$ cat src/rtl/fifo_wptr_full.sv
// ---------------------------------------------------------------------------
// fifo_wptr_full
// Write-side pointer and full-flag generator for an asynchronous FIFO. All
// logic sits in the write clock domain.
//
// Keeps the binary write pointer and drives the RAM write address from it.
// Produces a registered Gray copy of the pointer that crosses to the read
// domain. Compares the next write pointer against the synchronized read
// pointer to register full, and generates the write-acknowledge and
// overflow pulses.
//
// Optional feature macro: FIFO_ALMOST_FULL_EN
//   defined   : almost_full is registered as (fill level >= AF_THRESH)
//   undefined : almost_full is tied to 0 and no level logic is built
//
// Parameters
//   DEPTH      address bits; FIFO holds 2**DEPTH entries (DEPTH >= 2)
//   AF_THRESH  almost-full threshold in entries, 1..2**DEPTH
//
// Ports
//   clk          in   1        write-domain clock, posedge
//   reset        in   1        synchronous active-high reset
//   wr_en        in   1        write request
//   rptr_sync    in   DEPTH+1  read pointer (Gray), already synchronized
//   wptr_gray    out  DEPTH+1  registered Gray write pointer
//   waddr        out  DEPTH    RAM write address
//   full         out  1        registered full flag
//   wr_ack       out  1        pulse one cycle after an accepted write
//   overflow     out  1        pulse one cycle after a write made while full
//   almost_full  out  1        registered almost-full flag (0 if disabled)
// ---------------------------------------------------------------------------
module fifo_wptr_full #(
  parameter int DEPTH     = 8,
  parameter int AF_THRESH = 6
) (
  input  logic             clk,
  input  logic             reset,
  input  logic             wr_en,
  input  logic [DEPTH:0]   rptr_sync,
  output logic [DEPTH:0]   wptr_gray,
  output logic [DEPTH-1:0] waddr,
  output logic             full,
  output logic             wr_ack,
  output logic             overflow,
  output logic             almost_full
);

  if (DEPTH < 2) begin : g_bad_depth
    $error("fifo_wptr_full: DEPTH must be at least 2");
  end
  if (AF_THRESH < 1 || AF_THRESH > (2 ** DEPTH)) begin : g_bad_thresh
    $error("fifo_wptr_full: AF_THRESH must be in 1..2**DEPTH");
  end

  logic [DEPTH:0] wbin;
  logic [DEPTH:0] wbin_next;
  logic [DEPTH:0] wgray_next;
  logic [DEPTH:0] rptr_full_cmp;
  logic           accept;
  logic           full_next;

  // Acceptance uses the registered full, so a write in the cycle the read
  // pointer moves is still refused; full is pessimistic, never optimistic.
  assign accept     = wr_en & ~full;
  assign wbin_next  = wbin + {{DEPTH{1'b0}}, accept};
  assign wgray_next = wbin_next ^ (wbin_next >> 1);

  // In Gray code, "write is exactly 2**DEPTH ahead of read" means the two
  // MSBs differ and all remaining bits match.
  assign rptr_full_cmp = {~rptr_sync[DEPTH:DEPTH-1], rptr_sync[DEPTH-2:0]};
  assign full_next     = (wgray_next == rptr_full_cmp);

  always_ff @(posedge clk) begin
    if (reset) begin
      wbin      <= '0;
      wptr_gray <= '0;
      full      <= 1'b0;
      wr_ack    <= 1'b0;
      overflow  <= 1'b0;
    end else begin
      wbin      <= wbin_next;
      wptr_gray <= wgray_next;
      full      <= full_next;
      wr_ack    <= accept;
      overflow  <= wr_en & full;
    end
  end

  assign waddr = wbin[DEPTH-1:0];

`ifdef FIFO_ALMOST_FULL_EN
  localparam logic [DEPTH:0] AF_LEVEL = (DEPTH + 1)'(AF_THRESH);

  logic [DEPTH:0] rbin;
  logic [DEPTH:0] level_next;
  logic           af_next;

  // Gray to binary: each binary bit is the XOR of all Gray bits at or above it.
  always_comb begin
    rbin        = '0;
    rbin[DEPTH] = rptr_sync[DEPTH];
    for (int i = DEPTH - 1; i >= 0; i--) begin
      rbin[i] = rbin[i+1] ^ rptr_sync[i];
    end
  end

  // Modulo subtraction gives the true fill level even across pointer wrap.
  assign level_next = wbin_next - rbin;
  assign af_next    = (level_next >= AF_LEVEL);

  always_ff @(posedge clk) begin
    if (reset) begin
      almost_full <= 1'b0;
    end else begin
      almost_full <= af_next;
    end
  end
`else
  assign almost_full = 1'b0;
`endif

endmodule

$ cat config.mk
export PLATFORM = sky130hd
export DESIGN_NAME = fifo_wptr_full
export DESIGN_NICKNAME = d
export VERILOG_FILES = /design/src/rtl/fifo_wptr_full.sv
export SDC_FILE = /design/constraint.sdc
export NUM_CORES = 1
export LEC_CHECK = 0
export CAP_MARGIN = 30
export CELL_PAD_IN_SITES_DETAIL_PLACEMENT = 1
export CELL_PAD_IN_SITES_GLOBAL_PLACEMENT = 1
export CORE_MARGIN = 3
export CORE_UTILIZATION = 30
export CTS_CLUSTER_DIAMETER = 60
export DETAILED_ROUTE_END_ITERATION = 16
export PLACE_DENSITY = 0.74
export SYNTH_ARGS = -nofsm -noshare
export SYNTH_HDL_FRONTEND = slang
export SYNTH_SLANG_ARGS = --single-unit
$ cat constraint.sdc
create_clock -name clk -period 2.2 [get_ports clk]
set_input_delay 0.44 -clock clk [delete_from_list [all_inputs] [get_ports clk]]
set_output_delay 0.44 -clock clk [all_outputs]
set_load 0.01 [all_outputs]
# Word level (Yosys, flattened, before mapping)

Index checks and enable logic that the tools add are counted.

Logic and storage cells: 12
Register bits after elaboration: 21
Output and inout bits: 21

Eq/ne operators: 1
Bitwise operators: 5
$add $sub $neg: 1

Operators with widths:

| kind                                   | number |
|---|---|
| 9-bit by 1-bit adder with 9-bit output | 1 |
| 9-bit == test                          | 1 |
| 9-bit by 8-bit XOR with 9-bit output   | 1 |
| 1-bit bitwise AND                      | 2 |
| 2-bit inverter                         | 1 |
| 1-bit inverter                         | 1 |

# Longest topological paths before layout

Depth in word-level cells: 5
Mapped depth: 10
Gate-level depth less buffers: 9

# Worst setup path after synthesis

No wires, ideal clock.

Path kind: input to register
Start point: input port wr_en
End point: register full
Required time: 2.112 ns
Slack: 0.050 ns
Stages: 10
Arrival time: 2.062 ns
Setup time: 0.088 ns
Path buffers: 1
Path through: nor2b_1 -> ha_1 -> ha_1 -> buf_6 -> and3b_1 -> a21oi_1 -> o22a_1 -> xnor2_1 -> xnor2_1 -> nor4_2

Cells in the longest elaborated chain, start to end: 4

RTL lines:

| item                                   | RTL line | text |
|---|---|---|
| start: declaration                     | 38       | `input logic wr_en,` |
| 1-bit bitwise AND                      | 64       | `assign accept = wr_en & ~full;` |
| 9-bit by 1-bit adder with 9-bit output | 65       | `assign wbin_next = wbin + {{DEPTH{1'b0}}, accept};` |
| 9-bit by 8-bit XOR with 9-bit output   | 66       | `assign wgray_next = wbin_next ^ (wbin_next >> 1);` |
| 9-bit == test                          | 71       | `assign full_next = (wgray_next == rptr_full_cmp);` |
| end signal: assignment                 | 83       | `full <= full_next;` |
| end: declaration                       | 42       | `output logic full,` |

No other way between the ends.
A chain may end at the register's enable or synchronous reset.

# Final worst setup path

Start point: register full
End point: register full

Cells in the longest elaborated chain, start to end: 5

RTL lines:

| item                                   | RTL line | text |
|---|---|---|
| 1-bit inverter                         | 64       |  |
| 1-bit bitwise AND                      | 64       |  |
| net accept                             | 59       | `logic accept;` |
| 9-bit by 1-bit adder with 9-bit output | 65       |  |
| 9-bit by 8-bit XOR with 9-bit output   | 66       |  |
| 9-bit == test                          | 71       |  |

The timed path passes the listed nets, and every way through them passes these cells.

==> results.txt <==
num rows: 23
Die Ht: 73.1 um
combinational group share of total power: 0.185
VDD IR max: 0.224 mV
RSZ-0062 raised after global routing: yes
Layout area overhead: 54.2%
1st-iter DRT viols: 108
Post-synth ARST share: 0
fin crit share: 0.970
post-synthesis instance total: 157
DR vias/cell: 5.06
Yosys top cell by area: dfxtp_1
register bit total from synthesis: 20
CTS H-tree depth: 1
# clock sinks: 20
Max Clk Rate: 0.469 GHz
Data required, critical path: 2.38 ns
Avg WL per Cell: 16.3 um
Setup violations, final: 0
Clock Pin Slew Worst Setup and Hold Paths: 0.09 ns
worst slew pin tran: 0.536 ns
Buf/Inv on CP: 0
Slew HR: 0.642
Area after DPL: 1830 um^2
Post-Route WL: 4280 um
P_leak: 0.789 nW
crit path from: full$_SDFF_PP0_
Worst Reg-to-Reg Cells: 9
crit path max fanout: 6
Min-Delay Path Class: reg2reg
skew final: 0.00671 ns
post-synth cell types: 51
top cell type's share of synthesized area: 0.296
EDFF count, synth: 0
Primary FF master, synth: dfxtp_1
DRC violations left: 0
Sw Ratio: 0.249
final std cells w/o fill: 262
DIE AREA: 5350 um^2
register area share after synthesis: 0.296
antenna violations before repair: 0
post-DP HPWL: 2900 um
Cells after DPL: 251
Final ANT Viol Nets: 0
Worst-Skew Late Latency: 0.28 ns
Clock Root Buffer: clkbuf_8
die width: 73.1 um
P_int: 0.714 mW
clock power share: 0.414
Worst path top cell family by delay: simple AND/OR/NAND/NOR gates
layout cells sized above 1: 0.321
CTS tree: built
worst r2r src: full$_SDFF_PP0_
Total Routing Usage GR: 0.173
Slew Viols, Final: 0
first-pass GRT wire length: 7130 um
CP max stage delay: 0.49 ns
WP data arrival: 2.32 ns
cell area after layout: 2090 um^2
DR vias: 1,327
# IOs: 33
drt pass-1 iters: 4
sequential share of power: 0.402
status: complete, no violations
Initial Util: 0.324
cell area after synthesis: 1350 um^2
CP most frequent cell: ha_4
Critical Path End Type: flop
clock buffer count from CTS: 3
remaining global-route overflow: 0
syn_nets: 172
Pwr Density: 456 nW/um^2
# port buffers: 31
final hold violation count: 0
RePlAce Congestion: 0.847
Core Box Area: 4170 um^2
nets@finish: 228
Reg2Reg Setup Slack: 0.07 ns
crit path to: full$_SDFF_PP0_
Worst Setup Path Type: reg2reg
Critical Path Slowest Stage Cell: or4_4
largest net degree at the start of global routing: 20
CTS Buffer Depth: 2
Antenna diodes: 0
worst-path cell chain: nor2b_4 > ha_4 > ha_4 > nand3_4 > xnor2_2 > or4_4 > nand3_2 > o211ai_2 > nor4_2
R2R Path End: full$_SDFF_PP0_
Syn Area/Cell: 8.61 um^2
crit path time final: 2.13 ns
Crit path depth: 9
Max-Cap Viols: 0
switching power total: 0.237 mW
vias in the first global route: 1,435
YS warnings: 0
crit path launch type: flop
Area contributors post-synth: dfxtp_1, xnor2_1, xor2_1
cells in the final DEF (no fill, tap or decap), types with 2 or more instances in the layout:
master | netlist | routed
nand2_1 | 13 | 12
dfxtp_2 | 0 | 3
ha_4 | 0 | 3
and2_1 | 2 | 2
clkbuf_8 | 0 | 3
o21ai_0 | 5 | 5
nor3_2 | 2 | 2
xor2_1 | 8 | 7
and3b_1 | 2 | 2
nand4_1 | 4 | 4
xnor2_1 | 13 | 11
nor3_1 | 2 | 2
nand3_2 | 2 | 2
inv_1 | 3 | 3
nor2_1 | 18 | 18
nor2b_1 | 5 | 4
xnor2_2 | 1 | 3
buf_4 | 3 | 30
nand2_2 | 1 | 2
dfxtp_1 | 20 | 17
clkdlybuf4s50_1 | 0 | 30
a21oi_2 | 2 | 3
and3_1 | 2 | 2
a21oi_1 | 9 | 8
buf_6 | 3 | 2
through the flow:
step	setup slack, ns	hold WS (ns)	TNS [ns]	utilization	power [mW]
2_1_floorplan	0.0499	0.499	0	-	0.463
3_3_place_gp	-0.495	0.483	-1.75	0.439	0.541
3_5_place_dp	-0.664	0.481	-2.77	0.439	0.545
4_1_cts	0.0164	0.492	0	0.490	0.951
5_1_grt	-0.0664	0.516	-0.0982	0.500	0.989
6_report	0.0666	0.486	0	0.500	0.951
metal layers:
layer / routed length, um / up-vias / track usage
li1: - / 647 / -
met1: 1860 / 625 / 0.211
met2: 2130 / 44 / 0.299
met3: 191 / 11 / 0.0317
met4: 103 / 0 / 0.0656
met5: 0 / - / 0
Yosys cell counts (2+ instances only):
cell type / instances
nand4_1: 4
a21oi_1: 9
nor2_1: 18
ha_1: 3
inv_1: 3
dfxtp_1: 20
buf_6: 3
o21ai_0: 5
a21oi_2: 2
nand3_2: 2
and3_1: 2
xor2_1: 8
and2_1: 2
nand2_1: 13
clkbuf_1: 5
nand3_1: 2
nor3_1: 2
xnor2_1: 13
and3b_1: 2
nor2b_1: 5
nor3_2: 2
buf_4: 3
cells by family after synthesis:
| logic type | Yosys count | synth area share |
|---|---|---|
| other cells | 1 | 0.00277 |
| simple gates | 60 | 0.240 |
| xor+xnor | 24 | 0.178 |
| buf+inv | 16 | 0.0731 |
| flops | 20 | 0.296 |
| compound gates | 32 | 0.176 |
| mux | 1 | 0.00740 |
| fa+ha+maj | 3 | 0.0278 |
area by class of cell:
class                   instances  area (um^2)
flip-flops and latches         20          404
clock inverters                 1         30.0
multi-input cells             121          968
repair buffers                 64          568
clock buffers                   3         41.3
fillers                       476         2090
well taps                      50         62.6
inverters                       3         11.3
registers in the layout, summed over array words and instances, names as in the netlist:
signal     count
wr_ack         1
wptr_gray      9
full           1
overflow       1
wbin           8
power groups by stage:
stage | Sequential, mW | Combinational (mW) | Clock (mW)
global route | 0.383 | 0.192 | 0.414
global placement | 0.387 | 0.154 | 0
finish | 0.382 | 0.176 | 0.393
floorplan | 0.393 | 0.0700 | 0
detailed placement | 0.388 | 0.158 | 0
CTS | 0.382 | 0.174 | 0.395
worst min path at each step:
| stage | from | end | slack, ns | depth (start not counted) |
|---|---|---|---|---|
| 6_report | full$_SDFF_PP0_ | wr_ack$_SDFF_PP0_ | 0.49 | 1 |
| 5_1_grt | full$_SDFF_PP0_ | wr_ack$_SDFF_PP0_ | 0.52 | 1 |
| 4_1_cts | full$_SDFF_PP0_ | wr_ack$_SDFF_PP0_ | 0.49 | 1 |
| 3_5_place_dp | full$_SDFF_PP0_ | wr_ack$_SDFF_PP0_ | 0.48 | 1 |
| 3_3_place_gp | full$_SDFF_PP0_ | wr_ack$_SDFF_PP0_ | 0.48 | 1 |
| 2_1_floorplan | full$_SDFF_PP0_ | wr_ack$_SDFF_PP0_ | 0.50 | 1 |
what timing repair did:
item / CTS / global route
setup endpoints to repair: 4 / 2
resized for setup: 20 / 9
hold buffers: 0 / 0
buffers inserted: 6 / 1
pin swaps: 9 / 8
Power figures use the tool's default switching activity.
